`src/rtl/rv_isa_pkg.sv`:
```
// Shared RV32I/RV64I ISA constants: base opcodes and immediate-format encodings.
package rv_isa_pkg;

    localparam int unsigned INSTR_W = 32;
    localparam int unsigned OPC_W   = 7;
    localparam int unsigned FMT_W   = 3;

    localparam logic [OPC_W-1:0] OPC_LOAD   = 7'b0000011;
    localparam logic [OPC_W-1:0] OPC_OPIMM  = 7'b0010011;
    localparam logic [OPC_W-1:0] OPC_STORE  = 7'b0100011;
    localparam logic [OPC_W-1:0] OPC_BRANCH = 7'b1100011;
    localparam logic [OPC_W-1:0] OPC_LUI    = 7'b0110111;
    localparam logic [OPC_W-1:0] OPC_AUIPC  = 7'b0010111;
    localparam logic [OPC_W-1:0] OPC_JAL    = 7'b1101111;
    localparam logic [OPC_W-1:0] OPC_JALR   = 7'b1100111;
    localparam logic [OPC_W-1:0] OPC_FENCE  = 7'b0001111;
    localparam logic [OPC_W-1:0] OPC_SYSTEM = 7'b1110011;

    // funct3 values of op-imm that select a shift-amount immediate
    localparam logic [2:0] F3_SLLI      = 3'b001;
    localparam logic [2:0] F3_SRLI_SRAI = 3'b101;

    typedef enum logic [FMT_W-1:0] {
        FMT_NONE  = 3'd0,
        FMT_I     = 3'd1,
        FMT_S     = 3'd2,
        FMT_B     = 3'd3,
        FMT_U     = 3'd4,
        FMT_J     = 3'd5,
        FMT_SHAMT = 3'd6
    } imm_fmt_e;

endpackage

```
`src/rtl/imm_decode_comb.sv`:
```
// Combinational immediate decode: opcode -> format, format -> sign-extended immediate.
module imm_decode_comb
    import rv_isa_pkg::*;
#(
    parameter int unsigned WIDTH = 32
) (
    input  logic [INSTR_W-1:0] instr_i,
    output logic [FMT_W-1:0]   fmt_c,
    output logic [WIDTH-1:0]   imm_c
);

    imm_fmt_e    fmt;
    logic        s;
    logic [5:0]  shamt;
    logic [31:0] raw32;

    assign s = instr_i[31];

    always_comb begin
        fmt = FMT_NONE;
        unique case (instr_i[6:0])
            OPC_LOAD, OPC_JALR, OPC_FENCE, OPC_SYSTEM: fmt = FMT_I;
            OPC_OPIMM: begin
                if (instr_i[14:12] == F3_SLLI || instr_i[14:12] == F3_SRLI_SRAI) begin
                    fmt = FMT_SHAMT;
                end else begin
                    fmt = FMT_I;
                end
            end
            OPC_STORE:          fmt = FMT_S;
            OPC_BRANCH:         fmt = FMT_B;
            OPC_LUI, OPC_AUIPC: fmt = FMT_U;
            OPC_JAL:            fmt = FMT_J;
            default:            fmt = FMT_NONE;
        endcase
    end

    // RV64 shifts take a 6-bit amount; RV32 ignores instr[25] (part of funct7 there)
    always_comb begin
        shamt = 6'd0;
        if (WIDTH == 64) begin
            shamt = instr_i[25:20];
        end else begin
            shamt = {1'b0, instr_i[24:20]};
        end
    end

    // Build a 32-bit value already sign-extended; shamt stays positive so widening is uniform
    always_comb begin
        raw32 = 32'd0;
        unique case (fmt)
            FMT_I:     raw32 = {{20{s}}, instr_i[31:20]};
            FMT_S:     raw32 = {{20{s}}, instr_i[31:25], instr_i[11:7]};
            FMT_B:     raw32 = {{19{s}}, s, instr_i[7], instr_i[30:25], instr_i[11:8], 1'b0};
            FMT_U:     raw32 = {instr_i[31:12], 12'd0};
            FMT_J:     raw32 = {{11{s}}, s, instr_i[19:12], instr_i[20], instr_i[30:21], 1'b0};
            FMT_SHAMT: raw32 = 32'(shamt);
            default:   raw32 = 32'd0;
        endcase
    end

    assign imm_c = WIDTH'($signed(raw32));
    assign fmt_c = fmt;

endmodule

```
`src/rtl/immediate_generator.sv`:
```
// ID-stage immediate generator: decoded immediate, format and valid flag registered at ID/EX.
module immediate_generator
    import rv_isa_pkg::*;
#(
    parameter int unsigned WIDTH = 32
) (
    input  logic               clk,
    input  logic               reset,
    input  logic [INSTR_W-1:0] instruction,
    output logic [WIDTH-1:0]   immediate,
    output logic [FMT_W-1:0]   imm_fmt,
    output logic               imm_valid
);

    logic [WIDTH-1:0] imm_c;
    logic [FMT_W-1:0] fmt_c;

    logic [WIDTH-1:0] imm_d,   imm_q;
    logic [FMT_W-1:0] fmt_d,   fmt_q;
    logic             valid_d, valid_q;

    imm_decode_comb #(
        .WIDTH (WIDTH)
    ) u_decode (
        .instr_i (instruction),
        .fmt_c   (fmt_c),
        .imm_c   (imm_c)
    );

    always_comb begin
        imm_d   = imm_c;
        fmt_d   = fmt_c;
        valid_d = (fmt_c != FMT_NONE);
    end

    always_ff @(posedge clk or posedge reset) begin
        if (reset) begin
            imm_q   <= '0;
            fmt_q   <= FMT_NONE;
            valid_q <= 1'b0;
        end else begin
            imm_q   <= imm_d;
            fmt_q   <= fmt_d;
            valid_q <= valid_d;
        end
    end

    assign immediate = imm_q;
    assign imm_fmt   = fmt_q;
    assign imm_valid = valid_q;

endmodule

```
`config.mk`:
```
export PLATFORM = sky130hd
export DESIGN_NAME = immediate_generator
export DESIGN_NICKNAME = d
export VERILOG_FILES = /design/src/rtl/rv_isa_pkg.sv /design/src/rtl/imm_decode_comb.sv /design/src/rtl/immediate_generator.sv
export SDC_FILE = /design/constraint.sdc
export NUM_CORES = 1
export LEC_CHECK = 0
export ABC_CLOCK_PERIOD_IN_PS = 3200
export CAP_MARGIN = 30
export CELL_PAD_IN_SITES_DETAIL_PLACEMENT = 1
export CELL_PAD_IN_SITES_GLOBAL_PLACEMENT = 1
export CORE_MARGIN = 3
export CORE_UTILIZATION = 33
export DETAILED_ROUTE_END_ITERATION = 16
export PLACE_DENSITY = 0.93
export SLEW_MARGIN = 30
export SYNTH_ARGS = -nofsm -noshare
export SYNTH_HDL_FRONTEND = slang
export SYNTH_SLANG_ARGS = --single-unit
```
`constraint.sdc`:
```
create_clock -name clk -period 3.2 [get_ports clk]
set_input_delay 0.96 -clock clk [delete_from_list [all_inputs] [get_ports clk]]
set_output_delay 0.96 -clock clk [all_outputs]
set_load 0.03 [all_outputs]
```
# After elaboration in Yosys (flattened, before gate mapping)
# Cells that the tools add are included.
[classes]
eq_ne = 18
n_mux = 3
n_reduce_logical = 4
[ops]
columns = ["cell", "count"]
rows = [
  ["$pmux 32 s6", 1],
  ["$eq 7x7->1 const B", 4],
  ["$pmux 3 s6", 1],
  ["$eq 7x5->1 const B", 2],
  ["$eq 7x6->1 const B", 2],
  ["$eq 3x3->1 const B", 4],
  ["$eq 7x2->1 const B", 1],
  ["$eq 7x4->1 const B", 1],
  ["$eq 3x1->1 const B", 2],
  ["$eq 3x2->1 const B", 2],
  ["$reduce_or 4->1", 1],
  ["$mux 3", 1],
  ["$reduce_bool 3->1", 1],
  ["$reduce_or 2->1", 1],
  ["$logic_or 1x1->1", 1],
]
[totals]
ff_bits = 36
inputBits = 34
word_cells = 28

# Logic depth before layout (Yosys ltp)
[depth]
depth_word = 6
mapped_depth = 8
depth_no_buf = 5

# By module
# A second synthesis with hierarchy kept.
[hier_totals]
cells_unflattened = 146
area_unflattened_um2 = 1590.3
[modules_own_cells]
columns = ["mod", "instances", "cells_per_inst", "area_per_inst_um2"]
rows = [
  ["immediate_generator", 1, 38, 910.9],
  ["imm_decode_comb", 1, 108, 679.4],
]

# Least setup slack after synthesis
# Ideal clock, no wire load.
[synth_path]
path_type = "input -> register"
start = "input port instruction[3]"
end = "register imm_q[20] (netlist: immediate[20])"
setup_time_ns = 0.064
t_arrival_ns = 2.140
required_time_ns = 3.136
path_slack_ns = 0.996
path_stages = 8
cell_sequence = "buf_6 > nand4bb_1 > buf_2 > a211oi_2 > o22ai_1 > a31oi_2 > buf_6 > a21o_1"
[synth_via]
elab_chain_len = 5
word_cells_on_any_way = 20
cone_classes = "eq/ne (16); mux (2); reduce/logical (2)"
[synth_rtl]
columns = ["element", "line", "text"]
rows = [
  ["start, declared", "immediate_generator.sv:9", "input logic [INSTR_W-1:0] instruction,"],
  ["$eq 7x2->1 (tied with other cells)", "imm_decode_comb.sv:21", "unique case (instr_i[6:0])"],
  ["$reduce_or 4->1 / $reduce_or 2->1 (equally long branches)", "imm_decode_comb.sv:21", ""],
  ["$pmux 3 s6 (*)", "imm_decode_comb.sv:21", ""],
  ["$eq 3x3->1 (tied with other cells)", "imm_decode_comb.sv:51", "unique case (fmt)"],
  ["$pmux 32 s6 (*)", "imm_decode_comb.sv:51", ""],
  ["net imm_c[20]", "immediate_generator.sv:15", "logic [WIDTH-1:0] imm_c;"],
  ["end signal, assigned", "immediate_generator.sv:42", "imm_q <= imm_d;"],
  ["end, declared", "immediate_generator.sv:18", "logic [WIDTH-1:0] imm_d, imm_q;"],
]
# The timed path passes the listed nets; every way through them passes the cells marked *.

# Worst setup path after layout
[layout_path]
start = "input port instruction[3]"
end = "register imm_q[27] (netlist: immediate[27])"
# Same word-level chain as after synthesis.

==> impl_metrics.yaml <==
logic_synthesis:
  netlist.area_leader.share_pct: 59.6
  synth_commonest_cells: "dfrtp_1 (36), a21o_1 (20), nor2_1 (10), and2_1 (7)"
  synth_area_leader_cell: "dfrtp_1"
  post_synthesis_cell_area_um2: 1510
  synth.yosys.seq_area_share_pct: 59.6
  synthDistinctLibCells: 33
  syn_area_per_cell_um2: 11.8
  synthCells: 128
  synthArstFlopShare_pct: 100
  yosys_register_bits: 36
  yosysWarningCount: 0
  synth_enable_flop_cells: 0
  synthTopCellsByArea: "dfrtp_1 (60%), a21o_1 (9.9%), a22o_1 (2.9%), and2_1 (2.9%), nor2_1 (2.5%)"
  synth_most_common_cell: "dfrtp_1"
  syn_nets: 162
  top_ff_cell_synth: "dfrtp_1"
cells_and_area:
  final_net_count: 235
  finish.instance_area_um2: 2360
  antenna_cells_inserted: 0
  layout-area-overhead-vs-synth_pct: 56.1
  final.fill_count: 455
  final_layout_size_suffix_gt1_share_pct: 8.42
  stdcell_count: 252
placed_design:
  detailedPlace.worstSlack_ps: 201
  globalplace.congestion: 0.862
  placed_cell_area_um2: 2250
  detailedPlacementHpwl_mm: 3.43
  numPlacedInstances: 244
  port_buffers: 69
sta:
  finalSetupViolCount: 0
  timing_worst_slew_pin_value_ps: 707
  drv_slew: 0
  fin_setup_tns_ps: 0
  rsz0062_at_grt: "no"
  min_period_over_period_pct: 85.2
  hold_violations: 0
  timing.fmax_mhz: 367
  worst_slack_ps: 473
  period_needed_ps: 2730
  maxSlewHeadroom_pct: 51.6
worst_setup_path:
  crit_path_cell_trace: "clkdlybuf4s50_1, nand4bb_1, a211oi_2, o22ai_1, a31oi_2, buf_4, a21o_1"
  cp_slowest_stage_delay_ps: 570
  worst-endpoint-required_ps: 3430
  timing.critical_path.fanout_max: 11
  crit_buf_inv: 2
  critPathSlowestCell: "clkdlybuf4s50_1"
  crit_family: "buffers and inverters"
  critical_path.startpoint_type: "input port"
  wp_data_arrival_ps: 2950
  worstSetupPathType: "input port to flop"
  critical_path.endpoint_type: "flop"
grt:
  grt_max_degree: 26
  vias_in_the_first_global_route: 1302
  grt_first_pass_wirelength_mm: 6.70
  global_route.overflow_total: 0
  grt_antenna_before_repair: 0
  track_usage_pct: 17.0
run:
  cap_violations: 0
route:
  post-route-drc-count: 0
  drt_pre_antenna_iters: 4
  via_count: 1301
  drt_wl_total_mm: 4.37
  initialDrtViolationCount: 83
  wl_per_instance_um: 17.3
  viasPerCell: 5.16
  antenna_left: 0
floorplanning:
  ioPinCount: 70
  floorplan.die.height_um: 73.7
  floorplan.initialDensity_pct: 36.0
  std_cell_rows: 23
  chipWidth_um: 73.7
  design.core.area_um2: 4200
  design.die.area_um2: 5430
pwr:
  vdd_ir_drop_max_mv: 0.145
  power_leakage_nw: 1.18
  power.density_cell_area_nw_per_um2: 423
  total_power_w: 0.000999
clock_tree:
  max-clock-path-buffers: 2
  cts_repair_resize_count: 0
  cts_max_level: 2
  numClockSinks: 36
  cts_hold_repair.buffers: 0
  cts_made_buffers: 5
  cts_post_setup_buffers_inserted: 0
  tritoncts_clock_tree: "yes"
  cts-root-buf: "clkbuf_8"
  path_clk_slew_ps: 70
min_path:
  worst_hold_path_type: "input port to async pin"
status:
  outcome: "complete, no violations"
-- through the flow --
| step | hold WS (ps) | utilization [%] |
|---|---|---|
| 5_1_grt | 1010 | 56.2 |
| 3_3_place_gp | 1280 | 53.6 |
| 4_1_cts | 983 | 56.2 |
| 6_report | 978 | 56.2 |
| 2_1_floorplan | 1080 | - |
| 3_5_place_dp | 1300 | 53.6 |
-- worst paths after layout --
path / startpoint / endpoint / slack, ps / depth (start not counted)
worst max-delay path: instruction[3] / immediate[27]$_DFF_PP0_ / 470 / 7
worst min-delay path: reset / immediate[5]$_DFF_PP0_ / 980 / 2
max in group asynchronous: reset / immediate[30]$_DFF_PP0_ / 1530 / 3
min in group clk: instruction[18] / immediate[18]$_DFF_PP0_ / 1270 / 2
-- registers in the layout (all words and copies together), names as in the netlist --
signal     flops
immediate     32
imm_valid      1
imm_fmt        3
-- placed cells by master (no fill, tap or decap), types with 2 or more instances in the layout --
cell / synthesis / layout
nor2_1: 10 / 10
inv_1: 3 / 3
nor3_1: 2 / 2
clkdlybuf4s50_1: 0 / 69
nand3_1: 4 / 4
buf_4: 0 / 3
a31oi_1: 2 / 2
dfrtp_1: 36 / 36
a21o_1: 20 / 20
a22o_1: 5 / 5
nand2_1: 4 / 4
nor2b_1: 4 / 4
o21ai_0: 5 / 5
clkbuf_8: 0 / 5
a21oi_1: 2 / 2
and2_1: 7 / 7
and3_1: 2 / 2
-- kinds of logic (layout without fill, tap and decap cells) --
kind of cell           count (synthesis)  after routing  share of synthesized area [%]
AO/OA/AOI/OAI                         41             41                           21.2
flip-flops                            36             36                           59.6
buffers and inverters                  9             83                           3.47
AND/OR/NAND/NOR                       42             42                           15.8
-- area by class of cell --
cell class,count,area (um^2),area share (%)
Clock buffer,6,72.6,3.07
Clock inverter,2,35.0,1.48
Inverter,3,11.3,0.477
Multi-Input combinational cell,83,566,24.0
Sequential cell,36,901,38.2
Tap cell,50,62.6,2.65
Timing Repair Buffer,72,713,30.2
-- where the power goes --
part           switching [W]  leakage [nW]  internal [W]
Combinational      0.0000754         0.627     0.0000710
Sequential        0.00000349         0.498      0.000467
Clock               0.000152        0.0552      0.000231
Total               0.000231          1.18      0.000769
-- layer usage --
layer | track usage (%) | vias up | wire length [um]
met1 | 19.3 | 639 | 1670
met4 | 6.84 | 0 | 101
met3 | 4.10 | 7 | 272
li1 | - | 601 | -
met2 | 30.3 | 54 | 2320
met5 | 0 | - | 0
Power figures use the tool's default switching activity.
